### src/rtl/mux_pkg.sv
// Shared constants for the 8-channel mux/demux pair.
// The select encoding is common to both blocks.
package mux_pkg;

    localparam int N_CH          = 8;
    localparam int SEL_W         = 3;
    localparam int DEFAULT_WIDTH = 16;

    localparam logic [SEL_W-1:0] SEL_CH1 = 3'b000;
    localparam logic [SEL_W-1:0] SEL_CH2 = 3'b001;
    localparam logic [SEL_W-1:0] SEL_CH3 = 3'b010;
    localparam logic [SEL_W-1:0] SEL_CH4 = 3'b011;
    localparam logic [SEL_W-1:0] SEL_CH5 = 3'b100;
    localparam logic [SEL_W-1:0] SEL_CH6 = 3'b101;
    localparam logic [SEL_W-1:0] SEL_CH7 = 3'b110;
    localparam logic [SEL_W-1:0] SEL_CH8 = 3'b111;

    // Channel index arithmetic wraps naturally at 8.
    function automatic logic [SEL_W-1:0] idx_next(
        input logic [SEL_W-1:0] idx
    );
        return idx + 3'd1;
    endfunction

endpackage

### src/rtl/rr_mux8to1_16bit_if.sv
// Producer/consumer bundle for the round-robin collector.
// slave is the collector side, master the environment side.
interface rr_mux8to1_16bit_if
    import mux_pkg::*;
#(
    parameter int WIDTH = DEFAULT_WIDTH
) ();

    logic [WIDTH-1:0] in1;
    logic [WIDTH-1:0] in2;
    logic [WIDTH-1:0] in3;
    logic [WIDTH-1:0] in4;
    logic [WIDTH-1:0] in5;
    logic [WIDTH-1:0] in6;
    logic [WIDTH-1:0] in7;
    logic [WIDTH-1:0] in8;
    logic [N_CH-1:0]  in_valid;
    logic [N_CH-1:0]  in_ready;
    logic [WIDTH-1:0] out;
    logic [SEL_W-1:0] out_sel;
    logic             out_valid;
    logic             out_ready;

    modport slave (
        input  in1, in2, in3, in4, in5, in6, in7, in8,
        input  in_valid,
        output in_ready,
        output out, out_sel, out_valid,
        input  out_ready
    );

    modport master (
        output in1, in2, in3, in4, in5, in6, in7, in8,
        output in_valid,
        input  in_ready,
        input  out, out_sel, out_valid,
        output out_ready
    );

endinterface

### src/rtl/rr_arbiter8.sv
// Rotating-priority arbiter over eight requesters.
// ptr names the index with highest priority this cycle.
module rr_arbiter8
    import mux_pkg::*;
(
    input  logic             clk,
    input  logic             reset_n,
    input  logic [N_CH-1:0]  req,
    input  logic             advance,
    output logic [SEL_W-1:0] grant_idx,
    output logic             any
);

    logic [SEL_W-1:0] ptr;
    logic [SEL_W-1:0] cand;

    // Scan from the far end back to ptr so the nearest request wins.
    always_comb begin
        grant_idx = ptr;
        cand      = ptr;
        for (int i = N_CH - 1; i >= 0; i--) begin
            cand = ptr + SEL_W'(i);
            if (req[cand]) begin
                grant_idx = cand;
            end
        end
        any = |req;
    end

    // Move priority just past the winner on every accepted word.
    always_ff @(posedge clk) begin
        if (!reset_n) begin
            ptr <= '0;
        end else if (advance) begin
            ptr <= idx_next(grant_idx);
        end
    end

endmodule

### src/rtl/rr_mux8to1_16bit.sv
// Eight-channel round-robin collector with one output register.
// Each word carries its source index in demux select encoding.
module rr_mux8to1_16bit
    import mux_pkg::*;
#(
    parameter int WIDTH = DEFAULT_WIDTH
) (
    input logic                clk,
    input logic                reset_n,
    rr_mux8to1_16bit_if.slave  bus
);

    logic             load_ok;
    logic             load;
    logic             any;
    logic [SEL_W-1:0] grant_idx;
    logic [WIDTH-1:0] data_sel;

    assign load_ok = !bus.out_valid || bus.out_ready;
    assign load    = load_ok && any && reset_n;

    rr_arbiter8 u_arb (
        .clk       (clk),
        .reset_n   (reset_n),
        .req       (bus.in_valid),
        .advance   (load),
        .grant_idx (grant_idx),
        .any       (any)
    );

    // Route the granted channel's data toward the output register.
    always_comb begin
        data_sel = '0;
        unique case (grant_idx)
            SEL_CH1: data_sel = bus.in1;
            SEL_CH2: data_sel = bus.in2;
            SEL_CH3: data_sel = bus.in3;
            SEL_CH4: data_sel = bus.in4;
            SEL_CH5: data_sel = bus.in5;
            SEL_CH6: data_sel = bus.in6;
            SEL_CH7: data_sel = bus.in7;
            SEL_CH8: data_sel = bus.in8;
        endcase
    end

    // Acknowledge only the winner, and only when the word is taken.
    always_comb begin
        bus.in_ready = '0;
        if (load) begin
            bus.in_ready[grant_idx] = 1'b1;
        end
    end

    // A load overrides a drain so the register never bubbles.
    always_ff @(posedge clk) begin
        if (!reset_n) begin
            bus.out       <= '0;
            bus.out_sel   <= SEL_CH1;
            bus.out_valid <= 1'b0;
        end else if (load) begin
            bus.out       <= data_sel;
            bus.out_sel   <= grant_idx;
            bus.out_valid <= 1'b1;
        end else if (bus.out_ready) begin
            bus.out_valid <= 1'b0;
        end
    end

endmodule

### src/flat_wrapper.sv
// flat-port wrapper written by rule: the top's interface ports become plain ports
module rr_mux8to1_16bit_flat import mux_pkg::*;
#(
    parameter int WIDTH = DEFAULT_WIDTH
)
  (clk, reset_n, bus_in1, bus_in2, bus_in3, bus_in4, bus_in5, bus_in6, bus_in7, bus_in8, bus_in_valid, bus_in_ready, bus_out, bus_out_sel, bus_out_valid, bus_out_ready);
  rr_mux8to1_16bit_if #(.WIDTH(WIDTH)) bus_i ();
  input logic clk;
  input logic reset_n;
  input wire logic [$bits(bus_i.in1)-1:0] bus_in1;
  input wire logic [$bits(bus_i.in2)-1:0] bus_in2;
  input wire logic [$bits(bus_i.in3)-1:0] bus_in3;
  input wire logic [$bits(bus_i.in4)-1:0] bus_in4;
  input wire logic [$bits(bus_i.in5)-1:0] bus_in5;
  input wire logic [$bits(bus_i.in6)-1:0] bus_in6;
  input wire logic [$bits(bus_i.in7)-1:0] bus_in7;
  input wire logic [$bits(bus_i.in8)-1:0] bus_in8;
  input wire logic [$bits(bus_i.in_valid)-1:0] bus_in_valid;
  output wire logic [$bits(bus_i.in_ready)-1:0] bus_in_ready;
  output wire logic [$bits(bus_i.out)-1:0] bus_out;
  output wire logic [$bits(bus_i.out_sel)-1:0] bus_out_sel;
  output wire logic [$bits(bus_i.out_valid)-1:0] bus_out_valid;
  input wire logic [$bits(bus_i.out_ready)-1:0] bus_out_ready;
  assign bus_i.in1 = bus_in1;
  assign bus_i.in2 = bus_in2;
  assign bus_i.in3 = bus_in3;
  assign bus_i.in4 = bus_in4;
  assign bus_i.in5 = bus_in5;
  assign bus_i.in6 = bus_in6;
  assign bus_i.in7 = bus_in7;
  assign bus_i.in8 = bus_in8;
  assign bus_i.in_valid = bus_in_valid;
  assign bus_in_ready = bus_i.in_ready;
  assign bus_out = bus_i.out;
  assign bus_out_sel = bus_i.out_sel;
  assign bus_out_valid = bus_i.out_valid;
  assign bus_i.out_ready = bus_out_ready;
  rr_mux8to1_16bit #(.WIDTH(WIDTH)) u_core (.clk(clk), .reset_n(reset_n), .bus(bus_i));
endmodule
### config.mk
export PLATFORM = sky130hd
export DESIGN_NAME = rr_mux8to1_16bit_flat
export DESIGN_NICKNAME = d
export VERILOG_FILES = /design/src/rtl/mux_pkg.sv /design/src/rtl/rr_mux8to1_16bit_if.sv /design/src/rtl/rr_arbiter8.sv /design/src/rtl/rr_mux8to1_16bit.sv /design/src/flat_wrapper.sv
export SDC_FILE = /design/constraint.sdc
export NUM_CORES = 1
export LEC_CHECK = 0
export CELL_PAD_IN_SITES_DETAIL_PLACEMENT = 0
export CELL_PAD_IN_SITES_GLOBAL_PLACEMENT = 1
export CORE_MARGIN = 2
export CORE_UTILIZATION = 28
export CTS_CLUSTER_SIZE = 16
export DETAILED_ROUTE_END_ITERATION = 8
export PLACE_DENSITY = 0.9
export SYNTH_ARGS = -nofsm -noshare
export SYNTH_HDL_FRONTEND = slang
export SYNTH_SLANG_ARGS = --single-unit
export TNS_END_PERCENT = 50
### constraint.sdc
create_clock -name clk -period 12.1 [get_ports clk]
set_input_delay 2.42 -clock clk [delete_from_list [all_inputs] [get_ports clk]]
set_output_delay 2.42 -clock clk [all_outputs]
set_load 0.02 [all_outputs]
==> results.txt <==
die width - 105 um
GP Congestion - 1.01
via count - 3426
Final Core Density - 46.7%
Hold Violations, Final - 0
R2R cell count - 14
Max clock buf depth - 2
post-synthesis async set-or-reset flop share - 0%
antenna cells - 0
post-CTS setup buffers - 0
RSZ-0062 raised after global routing - no
Final Cell Area - 4560 um^2
layout cells sized above 1 - 8.10%
total CTS buffers - 3
CTS sink count - 23
Rows - 36
CTS H-tree lvls - 1
ys flop type - dfxtp_1
DP Wirelength - 9.22 mm
max frequency - 114 MHz
initial antenna violation count - 0
Routed wire per std cell - 17.7 um
die height - 105 um
outcome - finished, final reports clean
GRT Residual Overflow - 0
Startpoint Class - input pin
Fin Setup TNS - 0 ps
I/O Pins - 167
DIE AREA - 10900 um^2
Area Growth Syn to Fin - 61.2%
top-count cell post-synth - nand2_1
Yosys top cell area share - 16.3%
Routed WL - 11.3 mm
count of final max-slew check failures - 0
Worst Path Arrival - 6330 ps
Post-synth EDFFs - 0
Slew headroom - 36.0%
global-route wire length before repair - 17.4 mm
clock skew - 7.19 ps
core footprint - 9770 um^2
leakage power total - 1.69 nW
Hold WC Path Type - reg -> reg
Synth Warn # - 0
Power Dens Cells - 324 nW/um^2
number of global-route vias before repair - 3359
Seq/Total Area, Yosys - 16.3%
CTS tree - built
Hold Path Stages - 2
Worst Max-Slew Pin Slew - 959 ps
maxcap violations - 0
Peak VDD IR - 154 uV
Gate Count Post-Synth - 360
Required @ worst endpoint - 9680 ps
syn_area_per_cell - 7.86 um^2
critical path endpoint category - output port
synthesized flop and latch total - 23
largest net degree at the start of global routing - 37
fin crit share - 72.3%
Skew-Pair Late Insertion Delay - 270 ps
CTS Hold Bufs - 0
post-route ant nets - 0
Total Power - 1.48 mW
CP max FO - 34
Post-Syn Area - 2830 um^2
Synth cell types - 60
Pre-antenna DRT Iters - 5
GRT Overall Usage - 20.0%
Synth area leader - dfxtp_1
Synth top cells by count - nand2_1 (53), dfxtp_1 (23), mux2i_1 (21), o21ai_1 (21), nor2_1 (19)
Worst-path clk slew - 90 ps
Placed Area - 4520 um^2
final setup violating endpoints - 0
Net Count, Synth - 502
DRC viols - 0
Initial Util - 29.0%
Gates resized, CTS repair - 0
DR vias/cell - 5.36
CTS Root Buffer Type - clkbuf_8
iteration-0 DRC count of the detailed router - 178
number of I/O port buffers - 166
critical path class - in -> out
Nets - 649
ranking of synthesized cells by area - dfxtp_1 (16%), mux4_2 (8.0%), mux2i_1 (7.4%), nand2_1 (7.0%), mux2_2 (6.0%)
fin crit period - 8750 ps
Fill cells - 990
[cell usage in the layout, fill, tap and decap left out, types with 2 or more instances in the layout]
cell type and count:
clkbuf_8 3, o21ai_1 21, nor2_1 19, a22o_1 8, mux4_2 10, buf_4 3, a31oi_1 8, a22oi_1 8
dfxtp_1 23, a2111oi_0 2, a211o_1 2, xnor2_1 2, and2_1 2, mux2i_1 21, ha_1 3, nand4_1 5
nor3_1 18, clkdlybuf4s50_1 166, nor4_1 4, o211ai_1 2, inv_1 9, a21o_1 3, or3_1 2, a221oi_1 7
mux2_1 11, nand2b_1 5, nand2_1 53, o31ai_1 2, mux2_2 15, and3_1 2, nand3_1 10, a21oi_1 16
o221ai_1 3, o21ai_0 13
[report_power, final]
part           total, mW  switching (mW)  internal (mW)
logic               1.28           0.744          0.537
clock network     0.0478          0.0248         0.0230
registers          0.151          0.0403          0.110
[cell type report]
class                   count  area (um^2)  share of cell area (%)
multi-input cells         300         2170                    47.5
repair buffers            169         1680                    36.9
flip-flops and latches     23          460                    10.1
well taps                 133          166                    3.65
clock buffers               3         41.3                   0.905
inverters                  10         37.5                   0.823
clock inverters             1         5.00                   0.110
[through the flow]
step,hold slack [ps],setup slack [ps],instances
after CTS,456,3370,639
after floorplan,524,4840,360
after global placement,437,3420,635
after detailed placement,444,3380,635
after global routing,476,3150,639
final,451,3350,639
[worst max-delay path, stage by stage]
cell and delay, ps:
clkdlybuf4s50_1 540, mux4_2 590, mux2_2 330, or3_1 360, and3_1 220, a22oi_4 730, nand2_1 300, nor3_1 210
clkdlybuf4s50_1 630
[final timing paths]
check,start,end,slack [ps]
worst min register to register,u_core.bus.out[0],u_core.bus.out[0],450
worst max register to register,u_core.u_arb.ptr[1],u_core.bus.out[4],6440
worst max-delay path,bus_in_valid[1],bus_in_ready[5],3350
worst min-delay path,u_core.bus.out[0],u_core.bus.out[0],450
[per-layer routing]
metal / share of wire [%] / wire length (um) / track usage, % / up-vias
met1: 36 / 4070 / 21.8 / 1579
met2: 54 / 6090 / 39.1 / 164
met3: 7.1 / 801 / 3.49 / 20
li1: - / - / - / 1663
met5: 0 / 0 / 0 / -
met4: 3.0 / 337 / 5.50 / 0
[cell families after synthesis]
family	Yosys count	share of synthesized area, %
DFF	23	16.3
buffers and inverters	37	7.16
xor gates and xnor gates	3	0.929
adders and majority gates	3	1.33
and+or+nand+nor	126	21.1
AOI/OAI and AO/OA	111	27.5
muxes	57	25.7
[flip-flops by register name, summed over array words and instances (netlist names)]
name and flops:
u_core.bus.out 16, u_core.bus.out_valid 1, u_core.u_arb.ptr 3, u_core.bus.out_sel 3
Note: power is estimated with default switching activity, not from simulation.
